==> config.mk <==
export PLATFORM = sky130hd
export DESIGN_NAME = gpio_pad_ctrl
export DESIGN_NICKNAME = d
export VERILOG_FILES = /design/src/rtl/gpio_pad_ctrl.sv
export SDC_FILE = /design/constraint.sdc
export NUM_CORES = 1
export LEC_CHECK = 0
export ABC_AREA = 1
export CAP_MARGIN = 20
export CORE_MARGIN = 4
export CORE_UTILIZATION = 58
export DETAILED_ROUTE_END_ITERATION = 8
export DONT_BUFFER_PORTS = 1
export PLACE_DENSITY = 0.82
export SYNTH_ARGS = -nofsm -noshare
export SYNTH_HDL_FRONTEND = slang
export SYNTH_SLANG_ARGS = --single-unit
==> constraint.sdc <==
create_clock -name clk_i -period 4.6 [get_ports clk_i]
set_input_delay 0.46 -clock clk_i [delete_from_list [all_inputs] [get_ports clk_i]]
set_output_delay 0.46 -clock clk_i [all_outputs]
set_load 0.01 [all_outputs]
==> src/rtl/gpio_pad_ctrl.sv <==
// Per-pin GPIO pad controller: guarded direction turnaround, pad drive, synchronised readback, sticky edge IRQs.
// Define GPIO_PAD_CTRL_DEBOUNCE_EN to add a per-pin stable-count debounce on the readback path.
module gpio_pad_ctrl #(
    parameter int unsigned NUM_PINS     = 8,
    parameter int unsigned SYNC_STAGES  = 2,
    parameter int unsigned TURN_CYCLES  = 2,
    parameter int unsigned DB_CNT_WIDTH = 8
) (
    input  logic                    clk_i,
    input  logic                    rst_i,
    input  logic [NUM_PINS-1:0]     dir_i,
    input  logic [NUM_PINS-1:0]     out_i,
    input  logic [NUM_PINS-1:0]     pull_en_i,
    input  logic [NUM_PINS-1:0]     rise_en_i,
    input  logic [NUM_PINS-1:0]     fall_en_i,
    input  logic [NUM_PINS-1:0]     irq_clr_i,
    input  logic [DB_CNT_WIDTH-1:0] db_thresh_i,
    output logic [NUM_PINS-1:0]     in_o,
    output logic [NUM_PINS-1:0]     irq_pend_o,
    output logic                    irq_o,
    output logic [NUM_PINS-1:0]     pad_i_o,
    output logic [NUM_PINS-1:0]     pad_oen_o,
    output logic [NUM_PINS-1:0]     pad_ren_o,
    input  logic [NUM_PINS-1:0]     pad_c_i
);

    localparam int unsigned TW = $clog2(TURN_CYCLES + SYNC_STAGES + 2) + DB_CNT_WIDTH + 1;
    localparam logic [TW-1:0] TURN_LAST = TW'(TURN_CYCLES - 1);
    localparam logic [TW-1:0] HOLD_BASE = TW'(TURN_CYCLES + SYNC_STAGES);
    localparam logic [TW-1:0] T_ONE     = TW'(1);

    typedef enum logic [1:0] {ST_IN, ST_TURN_OUT, ST_OUT, ST_TURN_IN} state_t;

    state_t              state [NUM_PINS];
    logic [TW-1:0]       tcnt  [NUM_PINS];
    logic [NUM_PINS-1:0] sync_q [SYNC_STAGES];
    logic [NUM_PINS-1:0] sync_out;
    logic [NUM_PINS-1:0] in_next;
    logic [NUM_PINS-1:0] in_mode;
    logic [NUM_PINS-1:0] edge_set;
    logic [TW-1:0]       hold_last;

    assign sync_out = sync_q[SYNC_STAGES-1];

    always_ff @(posedge clk_i or posedge rst_i) begin
        if (rst_i) begin
            for (int unsigned s = 0; s < SYNC_STAGES; s++) sync_q[s] <= '0;
        end else begin
            sync_q[0] <= pad_c_i;
            for (int unsigned s = 1; s < SYNC_STAGES; s++) sync_q[s] <= sync_q[s-1];
        end
    end

`ifdef GPIO_PAD_CTRL_DEBOUNCE_EN
    localparam logic [DB_CNT_WIDTH-1:0] DB_ONE = DB_CNT_WIDTH'(1);
    logic [DB_CNT_WIDTH-1:0] db_cnt [NUM_PINS];

    always_comb begin
        in_next = in_o;
        for (int unsigned p = 0; p < NUM_PINS; p++) begin
            if (sync_out[p] != in_o[p] && db_cnt[p] == db_thresh_i) in_next[p] = sync_out[p];
        end
    end

    always_ff @(posedge clk_i or posedge rst_i) begin
        if (rst_i) begin
            for (int unsigned p = 0; p < NUM_PINS; p++) db_cnt[p] <= '0;
        end else begin
            for (int unsigned p = 0; p < NUM_PINS; p++) begin
                if (sync_out[p] == in_o[p] || db_cnt[p] == db_thresh_i) db_cnt[p] <= '0;
                else if (db_cnt[p] != '1) db_cnt[p] <= db_cnt[p] + DB_ONE;
            end
        end
    end

    // Readback settles db_thresh_i cycles later, so the input-side guard grows with it.
    assign hold_last = HOLD_BASE + TW'(db_thresh_i);
`else
    logic unused_db_thresh;
    assign unused_db_thresh = ^db_thresh_i;
    assign in_next   = sync_out;
    assign hold_last = HOLD_BASE;
`endif

    always_comb begin
        in_mode = '0;
        for (int unsigned p = 0; p < NUM_PINS; p++) in_mode[p] = (state[p] == ST_IN);
    end

    assign edge_set = in_mode & ((~in_o & in_next & rise_en_i) | (in_o & ~in_next & fall_en_i));

    always_ff @(posedge clk_i or posedge rst_i) begin
        if (rst_i) begin
            pad_i_o    <= '0;
            pad_ren_o  <= '1;
            in_o       <= '0;
            irq_pend_o <= '0;
            irq_o      <= 1'b0;
        end else begin
            pad_i_o    <= out_i;
            pad_ren_o  <= ~pull_en_i;
            in_o       <= in_next;
            irq_pend_o <= (irq_pend_o & ~irq_clr_i) | edge_set;
            irq_o      <= |irq_pend_o;
        end
    end

    always_ff @(posedge clk_i or posedge rst_i) begin
        if (rst_i) begin
            for (int unsigned p = 0; p < NUM_PINS; p++) begin
                state[p] <= ST_IN;
                tcnt[p]  <= '0;
            end
            pad_oen_o <= '1;
        end else begin
            for (int unsigned p = 0; p < NUM_PINS; p++) begin
                case (state[p])
                    ST_IN: begin
                        if (dir_i[p]) begin
                            state[p] <= ST_TURN_OUT;
                            tcnt[p]  <= '0;
                        end
                    end
                    ST_TURN_OUT: begin
                        if (!dir_i[p]) begin
                            state[p] <= ST_IN;
                        end else if (tcnt[p] == TURN_LAST) begin
                            state[p]     <= ST_OUT;
                            pad_oen_o[p] <= 1'b0;
                        end else begin
                            tcnt[p] <= tcnt[p] + T_ONE;
                        end
                    end
                    ST_OUT: begin
                        if (!dir_i[p]) begin
                            state[p]     <= ST_TURN_IN;
                            tcnt[p]      <= '0;
                            pad_oen_o[p] <= 1'b1;
                        end
                    end
                    ST_TURN_IN: begin
                        if (dir_i[p]) begin
                            state[p] <= ST_TURN_OUT;
                            tcnt[p]  <= '0;
                        end else if (tcnt[p] >= hold_last) begin
                            state[p] <= ST_IN;
                        end else begin
                            tcnt[p] <= tcnt[p] + T_ONE;
                        end
                    end
                    default: begin
                        state[p]     <= ST_IN;
                        pad_oen_o[p] <= 1'b1;
                    end
                endcase
            end
        end
    end

endmodule

==> metrics.txt <==
status=finished, final reports clean; post-cts resize count=0; CTS tree=yes; Util after Layout=63.5%; CTS Hold Bufs=0; Setup Viol. Count Final=0; peak fanout along the critical path=19; relative max-transition margin=roughly a third; Vias=9,379; Final Skew=between 8 and 9 ps; fmax=522 MHz; critical path class=flop to flop; CTS Sinks=169; GP Congestion=between 0.9 and 1; CTS clk-pin slew, worst paths=about 60 ps; Yosys warning total=0; post-route clock period utilization=approximately two fifths; Hold Path Class=input pin to flop; Routed WL per cell=around 14 microns; DRT Pass-1 Iters=5; die area=19,900 sq um; most common cell in the netlist=nand2_1; Syn Nets=approximately 1,500; largest net degree at the start of global routing=170; vias in the first global route=roughly 8,500; RSZ-0062 raised after global routing=no; area share of the largest cell type after synthesis=37.2%; DRC Markers=0; Syn-to-layout area delta=7.05%; part of the Yosys area used for sequential elements=between 40% and 50%; MaxCap Viol Count=0; Power Dens Cells=approximately 470 nW/um^2; core area=between 15,000 and 20,000 sq um; met2 Resource Use GR=39.1%; root buf cell=clkbuf_16; Yosys reg bits=169; Total Wirelength=about 23 mm; clk_lat worst skew=430 ps; first-pass GRT wire length=a little under 40 mm; worst hold margin=52.1 ps; Critical Path RT=~4900 ps; Initial Utilization=roughly 59%; total track usage=around a quarter; clock period minus worst slack=1920 ps; Slew Limit Fails=0; GR met1 Demand/Resource=a little under a third; CTS Buf Count=17; DR iter-0 viols=around 640; Post-synth EDFFs=0; Ports=107; chip width=141 microns; Setup TNS=0 ps; Via density=5.56; largest cells by area after synthesis=dfrtp_1 37%, nand2_1 20%, nand3_1 6.9%; initial antenna violation count=3; port bufs=0; share of cells above drive strength 1=under 10%; Nets=1,538; H-tree Lvls=4; number of cells produced by synthesis=1,458; met3 GRT Util=under 10%; Top FF cell, synth=dfrtp_1; worst vdd rail ir drop=between 0.3 and 0.4 mV; DP HPWL=16.6 mm; synthesized cell area=10,300 sq um; Syn Area/Cell=~7.1 sq um; Cell variety after synth=47; Worst Max-Slew Pin Slew=between 900 and 1000 ps; total congestion overflow=0; startpoint types=flop; Leakage=roughly 5.5 nW; antenna-violating nets left=0; Top Usage Layer GRT=met2; ys async rst share=100%; FP Rows=48; Commonest cells post-synth=544 x nand2_1, 166 x inv_1, 153 x dfrtp_1, 141 x nand3_1, 127 x nor2_1; Final Hold Vio Count=0; setup bufs post-CTS=0; diodes inserted=0; CP Capture Type=flop; clock buffer depth=2; Crit path arrival time=2230 ps; cell taking the most area after synthesis=dfrtp_1; Die H=about 140 microns
## cell type report
cell class / instances / area (sq um)
clock buffers: 20 / 457
clock inverters: 12 / 173
fillers: 1519 / 6340
inverters: 178 / 672
multi-input cells: 1081 / 5160
flip-flops and latches: 169 / 4250
well taps: 225 / 282
repair buffers: 1 / 20.0
## final timing paths
check | startpoint | endpoint | slack [ps] | depth (start not counted)
min reg2reg | sync_q[10]$_DFF_PP0_ | in_next[2]$_DFF_PP0_ | 350 | 0
min | pull_en_i[6] | pad_ren_o[6]$_DFF_PP1_ | 50 | 1
max reg2reg | state[2]$_DFFE_PP0P_ | tcnt[15]$_DFFE_PP0P_ | 2680 | 7
min in group asynchronous | rst_i | in_o[1]$_DFF_PP0_ | 70 | 2
max in group asynchronous | rst_i | tcnt[58]$_DFFE_PP0P_ | 3700 | 2
max | state[2]$_DFFE_PP0P_ | tcnt[15]$_DFFE_PP0P_ | 2680 | 7
## placed cells by master (no fill, tap or decap), types with 2 or more instances in the layout
master / instances
a2111oi_0: 2
a21boi_0: 5
nor2_1: 127
clkinv_2: 4
ha_1: 24
nor2_4: 2
xor2_1: 10
a21oi_2: 3
dfrtp_1: 153
o21bai_1: 3
or2_2: 2
bufinv_16: 4
a211oi_1: 16
inv_1: 165
o21ai_2: 7
clkbuf_16: 17
clkbuf_8: 2
o21ai_0: 46
nand3_2: 2
inv_2: 12
xnor2_1: 7
a21oi_1: 9
o2111ai_1: 6
o211ai_1: 4
nand4_1: 74
clkinvlp_4: 3
o32ai_1: 5
nor2_2: 10
o2111a_1: 3
nor3_1: 7
dfstp_2: 16
nand2_1: 544
o21ai_1: 6
a21o_1: 5
nand3_1: 141
clkinv_4: 2
## state kept, by name (all words and copies together), names as in the netlist, named ones only
signal	flops
irq_o	1
in_o	8
in_next	8
pad_oen_o	8
state	8
sync_q	8
tcnt	96
pad_i_o	8
pad_ren_o	8
irq_pend_o	8
## where the power goes
| group | internal, mW | switching, mW | leakage [nW] |
|---|---|---|---|
| logic | 0.411 | 1.11 | 3.01 |
| registers | 1.75 | 0.376 | 2.18 |
| clock network | 0.935 | 0.571 | 0.306 |
| total | 3.09 | 2.06 | 5.50 |
## cells by family (layout without fill, tap and decap cells)
kind of cell	Yosys count	after routing	share of synthesized area [%]
AND/OR/NAND/NOR	916	916	37.9
adder cells (fa/ha/maj)	24	24	2.92
AO/OA/AOI/OAI	124	124	7.95
XOR/XNOR	17	17	1.45
buffers and inverters	208	211	8.52
flip-flops	169	169	41.3
## routing by layer
metal  vias to the layer above  part of all wire (%)
met2                       300                    48
met3                        27                   6.3
met4                         6                  0.99
li1                       4689                     -
met1                      4357                    44
met5                         -                  0.15
## worst max-delay path, stage by stage, from the launching register on
cell     delay (ps)
dfrtp_1         470
inv_1           140
nor2_2          290
nand4_1         190
nand2_2         310
inv_1           220
nand2_1         120
nand2_1          50
## through the flow
stage / std cells / total power [mW] / instance area (sq um) / setup slack [ps]
after floorplan: 1458 / 3.34 / 10300 / 2000
after global placement: 1654 / 3.62 / 10400 / 2750
after detailed placement: 1654 / 3.66 / 10400 / 2680
after CTS: 1686 / 5.20 / 11000 / 2650
after global routing: 1686 / 5.53 / 11000 / 2470
final: 1686 / 5.16 / 11000 / 2680
(Power assumes the default switching activity.)
